## config.mk

```make
export PLATFORM = sky130hd
export DESIGN_NAME = atm_txn_driver
export DESIGN_NICKNAME = d
export VERILOG_FILES = /design/src/rtl/atm_pkg.sv /design/src/rtl/atm_phase_timer.sv /design/src/rtl/atm_txn_driver.sv
export SDC_FILE = /design/constraint.sdc
export NUM_CORES = 1
export LEC_CHECK = 0
export ABC_AREA = 1
export CAP_MARGIN = 20
export CORE_MARGIN = 3
export CORE_UTILIZATION = 40
export CTS_CLUSTER_SIZE = 14
export DETAILED_ROUTE_END_ITERATION = 7
export PLACE_DENSITY = 0.75
export SYNTH_ARGS = -nofsm -noshare
export SYNTH_HDL_FRONTEND = slang
export SYNTH_SLANG_ARGS = --single-unit
export TNS_END_PERCENT = 30
```

## constraint.sdc

```tcl
create_clock -name clk -period 9.2 [get_ports clk]
set_clock_uncertainty 0.15 [all_clocks]
set_input_delay 1.84 -clock clk [delete_from_list [all_inputs] [get_ports clk]]
set_output_delay 1.84 -clock clk [all_outputs]
set_load 0.05 [all_outputs]
```

## src/rtl/atm_pkg.sv

```systemverilog
// Shared definitions for the ATM terminal-side transaction driver:
// core state/operation codes, response status, driver FSM states.
package atm_pkg;

   typedef enum logic [2:0] {
      CS_IDLE       = 3'd0,
      CS_WAITING    = 3'd1,
      CS_MENU       = 3'd2,
      CS_BALANCE    = 3'd3,
      CS_WITHDRAW   = 3'd4,
      CS_DEPOSIT    = 3'd5,
      CS_CHANGE_PIN = 3'd6,
      CS_AUTH       = 3'd7
   } core_state_e;

   // Operation codes deliberately equal the core state they lead to.
   localparam logic [2:0] OP_NOP        = 3'd0;
   localparam logic [2:0] OP_BALANCE    = 3'd3;
   localparam logic [2:0] OP_WITHDRAW   = 3'd4;
   localparam logic [2:0] OP_DEPOSIT    = 3'd5;
   localparam logic [2:0] OP_CHANGE_PIN = 3'd6;

   typedef enum logic [1:0] {
      RSP_OK        = 2'd0,
      RSP_AUTH_FAIL = 2'd1,
      RSP_TIMEOUT   = 2'd2,
      RSP_BAD_OP    = 2'd3
   } rsp_status_e;

   typedef enum logic [2:0] {
      D_IDLE    = 3'd0,
      D_AUTH    = 3'd1,
      D_EXEC    = 3'd2,
      D_RELEASE = 3'd3,
      D_RESP    = 3'd4
   } drv_state_e;

   localparam logic [3:0] IDLE_ACC_DEFAULT = 4'hF;

   function automatic logic is_txn_op(input logic [2:0] op);
      return (op == OP_BALANCE) || (op == OP_WITHDRAW) ||
             (op == OP_DEPOSIT) || (op == OP_CHANGE_PIN);
   endfunction

endpackage

```

## src/rtl/atm_phase_timer.sv

```systemverilog
// Wait-phase watchdog: counts enabled cycles since the last clear and flags
// the cycle in which the count would reach TIMEOUT_CYCLES.
module atm_phase_timer #(
   parameter int unsigned TIMEOUT_CYCLES = 64
) (
   input  logic clk,
   input  logic rst,
   input  logic clr_i,
   input  logic en_i,
   output logic expired_o
);

   localparam int unsigned W = $clog2(TIMEOUT_CYCLES + 1);

   logic [W-1:0] count_q;
   logic [W-1:0] count_d;

   always_comb begin
      count_d = count_q;
      if (clr_i) begin
         count_d = '0;
      end else if (en_i && (count_q != W'(TIMEOUT_CYCLES))) begin
         count_d = count_q + W'(1);
      end
   end

   always_ff @(posedge clk or posedge rst) begin
      if (rst) begin
         count_q <= '0;
      end else begin
         count_q <= count_d;
      end
   end

   // Asserted during the TIMEOUT_CYCLES-th enabled cycle so the abort lands
   // exactly TIMEOUT_CYCLES cycles after entering the phase.
   assign expired_o = en_i && (count_q == W'(TIMEOUT_CYCLES - 1));

endmodule

```

## src/rtl/atm_txn_driver.sv

```systemverilog
// Terminal-side initiator: takes one request, walks the ATM core through
// authentication and the requested operation, and returns its result.
module atm_txn_driver
   import atm_pkg::*;
#(
   parameter int unsigned TIMEOUT_CYCLES = 64,
   parameter logic [3:0]  IDLE_ACC       = IDLE_ACC_DEFAULT
) (
   input  logic        clk,
   input  logic        rst,
   input  logic        req_valid,
   output logic        req_ready,
   input  logic [2:0]  req_op,
   input  logic [3:0]  req_acc,
   input  logic [15:0] req_pin,
   input  logic [15:0] req_new_pin,
   input  logic [31:0] req_amount,
   input  logic        req_lang,
   output logic        rsp_valid,
   input  logic        rsp_ready,
   output logic [1:0]  rsp_status,
   output logic        rsp_success,
   output logic [31:0] rsp_balance,
   output logic [2:0]  atm_operation,
   output logic [3:0]  atm_acc_num,
   output logic [15:0] atm_pin,
   output logic [15:0] atm_new_pin,
   output logic [31:0] atm_amount,
   output logic        atm_language,
   input  logic [2:0]  atm_state,
   input  logic [31:0] atm_balance,
   input  logic        atm_success
);

   drv_state_e  state_q, state_d;
   logic [2:0]  op_q, op_d;
   logic        seen_auth_q, seen_auth_d;
   logic        req_ready_q, req_ready_d;
   logic        rsp_valid_q, rsp_valid_d;
   rsp_status_e rsp_status_q, rsp_status_d;
   logic        rsp_success_q, rsp_success_d;
   logic [31:0] rsp_balance_q, rsp_balance_d;
   logic [2:0]  atm_op_q, atm_op_d;
   logic [3:0]  acc_q, acc_d;
   logic [15:0] pin_q, pin_d;
   logic [15:0] new_pin_q, new_pin_d;
   logic [31:0] amount_q, amount_d;
   logic        lang_q, lang_d;

   logic        timer_clr;
   logic        timer_en;
   logic        timer_expired;
   logic        do_timeout;

   assign timer_clr = (state_d != state_q);
   assign timer_en  = (state_q == D_AUTH) || (state_q == D_EXEC) ||
                      (state_q == D_RELEASE);

   atm_phase_timer #(
      .TIMEOUT_CYCLES(TIMEOUT_CYCLES)
   ) u_timer (
      .clk      (clk),
      .rst      (rst),
      .clr_i    (timer_clr),
      .en_i     (timer_en),
      .expired_o(timer_expired)
   );

   always_comb begin
      state_d       = state_q;
      op_d          = op_q;
      seen_auth_d   = seen_auth_q;
      rsp_status_d  = rsp_status_q;
      rsp_success_d = rsp_success_q;
      rsp_balance_d = rsp_balance_q;
      atm_op_d      = atm_op_q;
      acc_d         = acc_q;
      pin_d         = pin_q;
      new_pin_d     = new_pin_q;
      amount_d      = amount_q;
      lang_d        = lang_q;
      do_timeout    = 1'b0;

      unique case (state_q)
         D_IDLE: begin
            if (req_valid && req_ready_q) begin
               seen_auth_d   = 1'b0;
               rsp_success_d = 1'b0;
               rsp_balance_d = '0;
               if (is_txn_op(req_op)) begin
                  op_d         = req_op;
                  acc_d        = req_acc;
                  pin_d        = req_pin;
                  new_pin_d    = req_new_pin;
                  amount_d     = req_amount;
                  lang_d       = req_lang;
                  rsp_status_d = RSP_OK;
                  state_d      = D_AUTH;
               end else begin
                  rsp_status_d = RSP_BAD_OP;
                  state_d      = D_RESP;
               end
            end
         end
         D_AUTH: begin
            if (atm_state == CS_MENU) begin
               atm_op_d = op_q;
               state_d  = D_EXEC;
            end else if (seen_auth_q && (atm_state == CS_WAITING)) begin
               // Core bounced back to WAITING after checking the PIN: rejected.
               rsp_status_d = RSP_AUTH_FAIL;
               atm_op_d     = OP_NOP;
               acc_d        = IDLE_ACC;
               state_d      = D_RELEASE;
            end else begin
               if (atm_state == CS_AUTH) begin
                  seen_auth_d = 1'b1;
               end
               do_timeout = timer_expired;
            end
         end
         D_EXEC: begin
            if (atm_state == op_q) begin
               rsp_success_d = atm_success;
               rsp_balance_d = atm_balance;
               atm_op_d      = OP_NOP;
               acc_d         = IDLE_ACC;
               state_d       = D_RELEASE;
            end else begin
               do_timeout = timer_expired;
            end
         end
         D_RELEASE: begin
            if (atm_state == CS_WAITING) begin
               state_d = D_RESP;
            end else begin
               do_timeout = timer_expired;
            end
         end
         D_RESP: begin
            if (rsp_ready) begin
               state_d = D_IDLE;
            end
         end
         default: begin
            state_d = D_IDLE;
         end
      endcase

      if (do_timeout) begin
         rsp_status_d  = RSP_TIMEOUT;
         rsp_success_d = 1'b0;
         rsp_balance_d = '0;
         atm_op_d      = OP_NOP;
         acc_d         = IDLE_ACC;
         state_d       = D_RESP;
      end
   end

   // Handshake flags are registered from the next state so they line up
   // with the state they describe.
   assign req_ready_d = (state_d == D_IDLE);
   assign rsp_valid_d = (state_d == D_RESP);

   always_ff @(posedge clk or posedge rst) begin
      if (rst) begin
         state_q       <= D_IDLE;
         op_q          <= OP_NOP;
         seen_auth_q   <= 1'b0;
         req_ready_q   <= 1'b1;
         rsp_valid_q   <= 1'b0;
         rsp_status_q  <= RSP_OK;
         rsp_success_q <= 1'b0;
         rsp_balance_q <= '0;
         atm_op_q      <= OP_NOP;
         acc_q         <= IDLE_ACC;
         pin_q         <= '0;
         new_pin_q     <= '0;
         amount_q      <= '0;
         lang_q        <= 1'b0;
      end else begin
         state_q       <= state_d;
         op_q          <= op_d;
         seen_auth_q   <= seen_auth_d;
         req_ready_q   <= req_ready_d;
         rsp_valid_q   <= rsp_valid_d;
         rsp_status_q  <= rsp_status_d;
         rsp_success_q <= rsp_success_d;
         rsp_balance_q <= rsp_balance_d;
         atm_op_q      <= atm_op_d;
         acc_q         <= acc_d;
         pin_q         <= pin_d;
         new_pin_q     <= new_pin_d;
         amount_q      <= amount_d;
         lang_q        <= lang_d;
      end
   end

   assign req_ready     = req_ready_q;
   assign rsp_valid     = rsp_valid_q;
   assign rsp_status    = rsp_status_q;
   assign rsp_success   = rsp_success_q;
   assign rsp_balance   = rsp_balance_q;
   assign atm_operation = atm_op_q;
   assign atm_acc_num   = acc_q;
   assign atm_pin       = pin_q;
   assign atm_new_pin   = new_pin_q;
   assign atm_amount    = amount_q;
   assign atm_language  = lang_q;

endmodule

```

Word-level counts from Yosys, hierarchy flattened. Index checks and enable logic that the tools add are counted.

Add/sub/neg operators: 1. Equal/unequal tests: 26. Multiplexer cells: 46. Reductions and logical operators: 23.

Operators by type and width (count): $mux W32 (3); $pmux W32 S2 (1); $mux W3 (12); $mux W4 (6); $eq A3 B3 Y1 const B (6); $pmux W3 S5 (1); $mux W7 (2); $eq A3 B2 Y1 const B (4); $pmux W4 S3 (1); $mux W1 (10); $mux W2 (5); $ne A3 B3 Y1 const B (3); $reduce_and A3 Y1 (3); $reduce_bool A3 Y1 (3); $add A7 B1 Y7 const B (1); $eq A7 B6 Y1 const B (1); $ne A7 B7 Y1 const B (1); $eq A3 B1 Y1 const B (2); $logic_not A3 Y1 (2); $ne A2 B2 Y1 const B (3); $ne A3 B2 Y1 const B (2); $pmux W3 S2 (1); $reduce_and A6 Y1 (1); $logic_or A1 B1 Y1 (5); other kinds (12) (17).

Bits in registers: 123. Input bits: 112. Output and inout port bits: 109. Logic and storage cells: 111.

Longest topological paths before layout. Gate-level depths: netlist of the first run.

Depth in word-level cells: 10. Gate-level depth with buffers: 14. Gate-level depth less buffers: 13.

Hierarchy. From an unflattened synthesis of the first run, not the netlist that was laid out.

Cell total of the unflattened synthesis: 651. Area total of the unflattened synthesis: 5476.5 um^2.

By module, submodules not included: atm_txn_driver (times used 1, cells an instance 587, area each 4989.8 um^2, sequential area each 2909.0 um^2); atm_phase_timer (times used 1, cells an instance 64, area each 486.7 um^2, sequential area each 175.2 um^2).

Worst setup path after synthesis of the first run. No wires, ideal clock.

Path kind: input -> register. Start point: input atm_state[1]. End point: register rsp_balance_q[0], in the netlist rsp_balance[0]. Library setup time: 120 ps. Data arrival time: 2938 ps. Required time: 8930 ps. Setup slack: 5992 ps. Stages on the path: 12. Buffers on the path: 2. Cells stage by stage: inv_1 -> nand3_1 -> nor2_1 -> inv_1 -> nand2_1 -> nand2_1 -> nand2_2 -> inv_2 -> o21bai_4 -> buf_6 -> buf_6 -> o21ai_2.

Longest elaborated chain between the ends: 7. Elaborated cells between the ends (all ways): 14. Those cells by class: eq/ne: 5; mux: 6; reduce/logical: 3.

Ends and longest elaborated chain: from (decl) (RTL line atm_txn_driver.sv:30) `input logic [2:0] atm_state,`; $eq A3 B1 Y1 (RTL line atm_txn_driver.sv:109, atm_txn_driver.sv:134); $logic_and A1 B1 Y1 (RTL line atm_txn_driver.sv:109) `end else if (seen_auth_q && (atm_state == CS_WAITING)) begin`; $mux W1 (RTL line atm_txn_driver.sv:109); $mux W1 (RTL line atm_txn_driver.sv:106) `if (atm_state == CS_MENU) begin`; $pmux W1 S3 (RTL line atm_txn_driver.sv:84) `unique case (state_q)`; $ne A3 B2 Y1 (no line) (tied with other cells); $reduce_and A3 Y1 (no line); to (signal assigned) (RTL line atm_txn_driver.sv:189) `rsp_balance_q <= rsp_balance_d;`; to (decl) (RTL line atm_txn_driver.sv:42) `logic [31:0] rsp_balance_q, rsp_balance_d;`.

Parallel ways exist; a longest one is shown, timed or not. A chain may end at the register's enable or synchronous reset.

Final worst setup path of the first run.
Start point: input atm_state[1]. End point: register rsp_balance_q[1], in the netlist rsp_balance[1].

Same word-level chain as after synthesis.

==> results of run 1 <==
==> layout make-up <==
class	count	area share [%]
flip-flops and latches	123	37.4
inverters	31	1.44
clock buffers	19	5.49
repair buffers	223	26.9
clock inverters	13	2.03
well taps	172	2.61
multi-input cells	320	24.1
==> routing by layer <==
| metal | global-route usage (%) | vias up | share of wire [%] |
|---|---|---|---|
| met1 | 20.3 | 2041 | 37 |
| met3 | 9.10 | 23 | 10 |
| met4 | 8.47 | 0 | 2.8 |
| li1 | - | 2056 | - |
| met2 | 30.9 | 150 | 50 |
| met5 | 0 | - | 0 |
==> Yosys cell counts <==
cell type                  instances
sky130_fd_sc_hd__dfstp_2           5
sky130_fd_sc_hd__a21oi_1           4
sky130_fd_sc_hd__o21ai_0          30
sky130_fd_sc_hd__buf_8             3
sky130_fd_sc_hd__buf_2             7
sky130_fd_sc_hd__nand4_1           2
sky130_fd_sc_hd__clkbuf_1          2
sky130_fd_sc_hd__buf_6             6
sky130_fd_sc_hd__o21ai_2          13
sky130_fd_sc_hd__mux2_2           65
sky130_fd_sc_hd__inv_1            29
sky130_fd_sc_hd__nand3_4           1
sky130_fd_sc_hd__nand3b_1          1
sky130_fd_sc_hd__buf_4             3
sky130_fd_sc_hd__nor2_4            2
sky130_fd_sc_hd__nor2_2            6
sky130_fd_sc_hd__nor3_4            1
sky130_fd_sc_hd__ha_1              2
sky130_fd_sc_hd__nand2_2           6
sky130_fd_sc_hd__nor3_1            3
sky130_fd_sc_hd__nor3_2            1
sky130_fd_sc_hd__nor2_1           26
sky130_fd_sc_hd__o21ai_1           3
sky130_fd_sc_hd__xnor2_1           2
sky130_fd_sc_hd__inv_2             2
sky130_fd_sc_hd__and2_1            1
sky130_fd_sc_hd__nand3_1          24
sky130_fd_sc_hd__o21bai_4          1
sky130_fd_sc_hd__xor2_1            5
sky130_fd_sc_hd__nand2_1         121
sky130_fd_sc_hd__dfrtp_1         118
==> critical path: cells and delay by family <==
| family | cells | cell delay, ps |
|---|---|---|
| compound gates | 2 | 310 |
| buf+inv | 5 | 1300 |
| simple gates | 5 | 720 |
==> stage by stage <==
stage / hold slack (ps) / total power, W
6_report: 317 / 0.00357
5_1_grt: 345 / 0.00376
4_1_cts: 320 / 0.00361
3_5_place_dp: 309 / 0.00291
3_3_place_gp: 314 / 0.00287
2_1_floorplan: 345 / 0.00232
==> flip-flops by register name (all words and copies together), names as in the netlist <==
register         cells
seen_auth_q          1
rsp_balance         32
atm_pin             16
op_q                 3
rsp_valid            1
atm_acc_num          4
rsp_success          1
atm_new_pin         16
state_q              3
req_ready            1
atm_amount          32
atm_operation        3
atm_language         1
u_timer.count_q      7
rsp_status           2
==> how the worst max path moves through the flow <==
stage	endpoint	slack [ps]	start	cells past startpoint
after global placement	rsp_balance[20]	4760	atm_state[1]	12
after CTS	rsp_balance[1]	5090	atm_state[2]	12
after floorplan	atm_amount[0]	3950	rst	1
after global routing	rsp_balance[7]	4770	atm_state[1]	12
after detailed placement	rsp_balance[20]	4680	atm_state[1]	12
final	rsp_balance[1]	5090	atm_state[1]	12
==> power by group through the flow <==
| stage | clock [W] | combinational, W | sequential (W) |
|---|---|---|---|
| after detailed placement | 0 | 0.00197 | 0.000940 |
| after floorplan | 0 | 0.000608 | 0.00171 |
| after CTS | 0.000701 | 0.00197 | 0.000936 |
| after global placement | 0 | 0.00195 | 0.000927 |
| after global routing | 0.000722 | 0.00207 | 0.000967 |
| final | 0.000683 | 0.00195 | 0.000932 |
==> cell families after synthesis <==
kind of cell,count (synthesis)
AO/OA/AOI/OAI,51
XOR/XNOR,7
adder cells (fa/ha/maj),2
buffers and inverters,52
flip-flops,123
multiplexers,65
AND/OR/NAND/NOR,195
==> flow_metrics.tcl, run 1 <==
set metrics [dict create \
    io_pins 221 \
    synth.area.mux_share_pct 13.6 \
    cts_resized 0 \
    wire_per_inst_um 14.9 \
    worst_slack_ps 5090 \
    power.clock.fraction_pct 19.1 \
    cp_data_required_time_ps 9310 \
    clock_latency_ps 410 \
    commonest_cells_after_routing_fill_and_taps_aside "220 x sky130_fd_sc_hd__clkdlybuf4s50_1, 120 x sky130_fd_sc_hd__nand2_1, 118 x sky130_fd_sc_hd__dfrtp_1" \
    post-cts-setup-buffers 0 \
    synth_compound_area_share_pct 5.92 \
    grt_start_max_net_pins 73 \
    crit_path_cell_trace "clkdlybuf4s50_1 > inv_1 > nand3_1 > nor2_1 > inv_1 > nand2_1 > nand2_1 > nand2_2 > inv_2 > o21bai_4 > buf_4 > o21ai_0" \
    layout.core_utilization_pct 64.1 \
    slew_headroom_pct 42.4 \
    outcome "completed" \
    critical_path_class "input port to flop" \
    switching_share_of_power_pct 46.7 \
    p_comb_share_pct 54.7 \
    grt-ovfl-total 0 \
    transition_time_at_the_pin_with_the_least_slew_margin_ps 865 \
    fp.dieArea_sq_um 14800 \
    p_seq_share_pct 26.1 \
    area_share_of_xor_xnor_cells_in_the_synthesized_design_pct 1.14 \
    global_route.usage.total_pct 18.7 \
    area_of_the_placeable_core_sq_um 12900 \
    synth-adder-area-share_pct 0.466 \
    synth.yosys.warnings 0 \
    post_route_cells_drive_above_1_share_pct 19.2 \
    crit_fanout 66 \
    power.internal_w 0.00190 \
    min_path_type "flop to flop" \
    cts_buffers 17 \
    grt_setup_unrepaired "false" \
    synthCells 495 \
    yosysTopAreaCellShare_pct 55.0 \
    globalplace.congestion 0.839 \
    synth_nets 609 \
    post_synth_instance_area_sq_um 5370 \
    placement.io_buffers 220 \
    max_freq_ghz 0.243 \
    insertedDiodeCount 0 \
    clk_pin_slew_worst_paths_ps 60 \
    reg2reg_setup_slack_ps 6590 \
    power.leakage_nw 3.56 \
    num_vias 4270 \
    worst-endpoint-arrival_ps 4220 \
    switchingPower_w 0.00167 \
    top_cell_type_by_total_area_after_synthesis "sky130_fd_sc_hd__dfrtp_1" \
    std_cell_rows 41 \
    ant_nets 0 \
    clockRootBuffer "sky130_fd_sc_hd__clkbuf_16" \
    fp.dieW_um 122 \
    period_minus_slack_ps 4110 \
    synthDistinctLibCells 31 \
    post_drt_via_cell_ratio 4.74 \
    final_cell_area_sq_um 8260 \
    layout-area-overhead-vs-synth_pct 53.8 \
    clock_tree_from_tritoncts "done" \
    min_path_cells 2 \
    vdd.ir_drop.worst_v 0.000293 \
    synth_area_per_cell_sq_um 10.8 \
    finalMaxSlewViolations 0 \
    synth-seq-cells 123 \
    cp-start-kind "input port" \
    post-route-period-util_pct 44.7 \
    grt_antenna_before_repair 0 \
    r2r-start "state_q[2]" \
    hold_viol 0 \
    synth_top_family_by_area "simple AND/OR/NAND/NOR gates" \
    synth-seq-area-share_pct 57.4 \
    mostFrequentLayoutCell "sky130_fd_sc_hd__clkdlybuf4s50_1" \
    end_kind "flop" \
    fp.dieH_um 122 \
    hold_start "atm_acc_num[1]" \
    clock_tree.htree_level_count 4 \
    grt_pass1_vias 4501 \
    final_nets 830 \
    holdPathEnd "atm_acc_num[1]" \
    seq_area_sq_um 3080 \
    wirelength_um 13400 \
    finish.cell_count_without_fillers 901 \
    area_occupied_by_multi_input_gates_sq_um 1990 \
    critPathSlowestCell "sky130_fd_sc_hd__buf_4" \
    place_ws_ps 4680 \
    cts_hold_buf 0 \
    number_of_violations_of_the_max_capacitance_limit 0 \
    numPlacedInstances 869 \
    initial_utilization_pct 41.7 \
    rr_endpoint "u_timer.count_q[4]" \
    critical_path.max_stage_delay_ps 520 \
    drt_first_iter_violations 168 \
    synth_simple_gate_area_share_pct 15.9 \
    synth_area_leaders "sky130_fd_sc_hd__dfrtp_1 55%, sky130_fd_sc_hd__mux2_2 14%, sky130_fd_sc_hd__nand2_1 8.5%" \
    hpwlAfterDp_um 9930 \
    powerDensity_nw_per_um2 432 \
    num-fill-cells 1022 \
    tritoncts_num_sinks 123 \
    detail_route.first_pass.iterations 4 \
    cts.path.max_buffers 2 \
    setup-tns-final_ps 0 \
    drt_drc_violations_left 0 \
    placement.cell_area_sq_um 7640 \
    grt_pass1_wl_um 21600 \
    timing.final.setup_violations 0 \
    r2r.worst_path.cells 11 \
]
Power figures use the tool's default switching activity.
==> run 2: changes to the inputs <==
--- a/config.mk
+++ b/config.mk
@@ -8,10 +8,10 @@
 export ABC_AREA = 1
 export CAP_MARGIN = 20
 export CORE_MARGIN = 3
-export CORE_UTILIZATION = 40
+export CORE_UTILIZATION = 39
 export CTS_CLUSTER_SIZE = 14
 export DETAILED_ROUTE_END_ITERATION = 7
-export PLACE_DENSITY = 0.75
+export PLACE_DENSITY = 0.77
 export SYNTH_ARGS = -nofsm -noshare
 export SYNTH_HDL_FRONTEND = slang
 export SYNTH_SLANG_ARGS = --single-unit
==> constraint.sdc (replaced) <==
create_clock -name clk -period 3.7 [get_ports clk]
set_clock_uncertainty 0.15 [all_clocks]
set_input_delay 0.74 -clock clk [delete_from_list [all_inputs] [get_ports clk]]
set_output_delay 0.74 -clock clk [all_outputs]
set_load 0.05 [all_outputs]
==> run 2 against run 1 <==
  * Core utilization fell by 1.9 points
  * Global-route usage is 0.051 points higher
  * Via count decreased by 0.42%
  * Register-to-register slack worse by 5000 ps
  * Power is 150% higher
  * Combinational power rose to 2.5 times the previous value
  * Non-clock buffer count rose by 3
  * Largest cell class unchanged
==> flow_metrics.tcl, run 2 (same netlist as run 1, synthesis figures left out) <==
set metrics [dict create \
    outcome "completed" \
    post_drt_via_cell_ratio 4.69 \
    worst_setup_path_startpoint "atm_acc_num[2]" \
    final_cell_area_sq_um 8310 \
    global_route.usage.total_pct 18.7 \
    fp.dieH_um 123 \
    num-fill-cells 1088 \
    mostFrequentLayoutCell "sky130_fd_sc_hd__clkdlybuf4s50_1" \
    crit_cells 1 \
    path_delay_family "buffers and inverters" \
    grt.busiest_layer "met2" \
    crit_fanout 2 \
    timing.final.setup_violations 0 \
    cp_data_required_time_ps 2810 \
    period_minus_slack_ps 2650 \
    std_cell_rows 42 \
    layout.core_utilization_pct 62.2 \
    post_route_cells_drive_above_1_share_pct 19.0 \
    clock_tree_from_tritoncts "done" \
    placement.cell_area_sq_um 7710 \
    number_of_violations_of_the_max_capacitance_limit 0 \
    setup-tns-final_ps 0 \
    clockRootBuffer "sky130_fd_sc_hd__clkbuf_16" \
    setup.worst_path.end "atm_acc_num[2]" \
    io_pins 221 \
    max_freq_ghz 0.378 \
    finalMaxSlewViolations 0 \
    num_vias 4252 \
    post-cts-setup-buffers 0 \
    cts_buffers 17 \
    cp-start-kind "flop" \
    grt_start_max_net_pins 72 \
    grt_pass1_wl_um 22100 \
    r2r.worst_path.cells 12 \
    wirelength_um 13800 \
    final_nets 833 \
    end_kind "output pin" \
    r2r-start "u_timer.count_q[0]" \
    grt_pass1_vias 4546 \
    drt_first_iter_violations 134 \
    power.leakage_nw 3.60 \
    powerDensity_nw_per_um2 1070 \
    post-route-period-util_pct 71.5 \
    placement.io_buffers 220 \
    fp.dieArea_sq_um 15200 \
    grt_setup_unrepaired "false" \
    cts_resized 0 \
    transition_time_at_the_pin_with_the_least_slew_margin_ps 924 \
    detail_route.first_pass.iterations 4 \
    wire_per_inst_um 15.2 \
    critical_path_class "flop to output pin" \
    gr-usage-met1_pct 20.0 \
    tritoncts_num_sinks 123 \
    cts.path.max_buffers 2 \
    reg2reg_setup_slack_ps 1590 \
    grt.met2_usage_pct 32.4 \
    min_path_type "flop to flop" \
    crit_path_cell_trace "clkdlybuf4s50_1" \
    insertedDiodeCount 0 \
    groute.layer.met3.usage_pct 8.51 \
    commonest_cells_after_routing_fill_and_taps_aside "220 x sky130_fd_sc_hd__clkdlybuf4s50_1, 120 x sky130_fd_sc_hd__nand2_1, 118 x sky130_fd_sc_hd__dfrtp_1" \
    worstPathBufferInverterCount 1 \
    hold_viol 0 \
    critPathSlowestCell "sky130_fd_sc_hd__clkdlybuf4s50_1" \
    vdd.ir_drop.worst_v 0.000709 \
    initial_utilization_pct 40.2 \
    grt_antenna_before_repair 0 \
    globalplace.congestion 0.828 \
    rr_endpoint "u_timer.count_q[5]" \
    clock_latency_ps 410 \
    critical_path.max_stage_delay_ps 820 \
    clock_tree.htree_level_count 4 \
    fp.dieW_um 123 \
    ant_nets 0 \
    hpwlAfterDp_um 10200 \
    grt-ovfl-total 0 \
    cts_hold_buf 0 \
    worst-endpoint-arrival_ps 1760 \
    clk_pin_slew_worst_paths_ps 50 \
    layout-area-overhead-vs-synth_pct 54.7 \
    drt_drc_violations_left 0 \
    slew_headroom_pct 38.3 \
    area_of_the_placeable_core_sq_um 13300 \
]
-- run 2: changes by cell type in the layout (fill, tap and decap cells not counted), sizes merged --
cell / delta
buf: +3
clkbuf: +3
clkinvlp: -3
inv: -2
-- run 2: worst min path at each step --
stage	end	start	cells past startpoint
2_1_floorplan	op_q[2]	op_q[2]	2
3_3_place_gp	atm_acc_num[1]	atm_acc_num[1]	2
3_5_place_dp	atm_acc_num[3]	atm_acc_num[3]	2
4_1_cts	atm_acc_num[3]	atm_acc_num[3]	2
5_1_grt	atm_acc_num[1]	atm_acc_num[1]	2
6_report	atm_acc_num[3]	atm_acc_num[3]	2
-- run 2: power by group --
part / total (W) / switching [W] / internal [W]
Sequential: 0.00233 / 0.000358 / 0.00197
Combinational: 0.00491 / 0.00321 / 0.00170
Clock: 0.00165 / 0.000556 / 0.00110
-- run 2: layout make-up --
type	instances	area, sq um	share of cell area [%]
multi-input combinational	320	1990	24.0
clock buffer	22	474	5.71
sequential	123	3080	37.1
tap	176	220	2.65
clock inverter	8	118	1.42
timing repair buffer	226	2300	27.7
inverter	31	120	1.45
-- run 2: metal layers --
layer | vias to the layer above | share of wire [%]
met5 | - | 0
met4 | 0 | 2.1
met3 | 28 | 9.4
met2 | 161 | 52
met1 | 2000 | 37
li1 | 2063 | -
-- run 2: per-stage QoR --
stage / hold WS (ps) / total power, W / cells / setup WS (ps)
4_1_cts: 322 / 0.00899 / 906 / 1010
5_1_grt: 334 / 0.00939 / 906 / 1000
6_report: 319 / 0.00889 / 906 / 1050
2_1_floorplan: 345 / 0.00576 / 495 / 1300
3_3_place_gp: 312 / 0.00718 / 876 / 963
3_5_place_dp: 313 / 0.00728 / 876 / 844
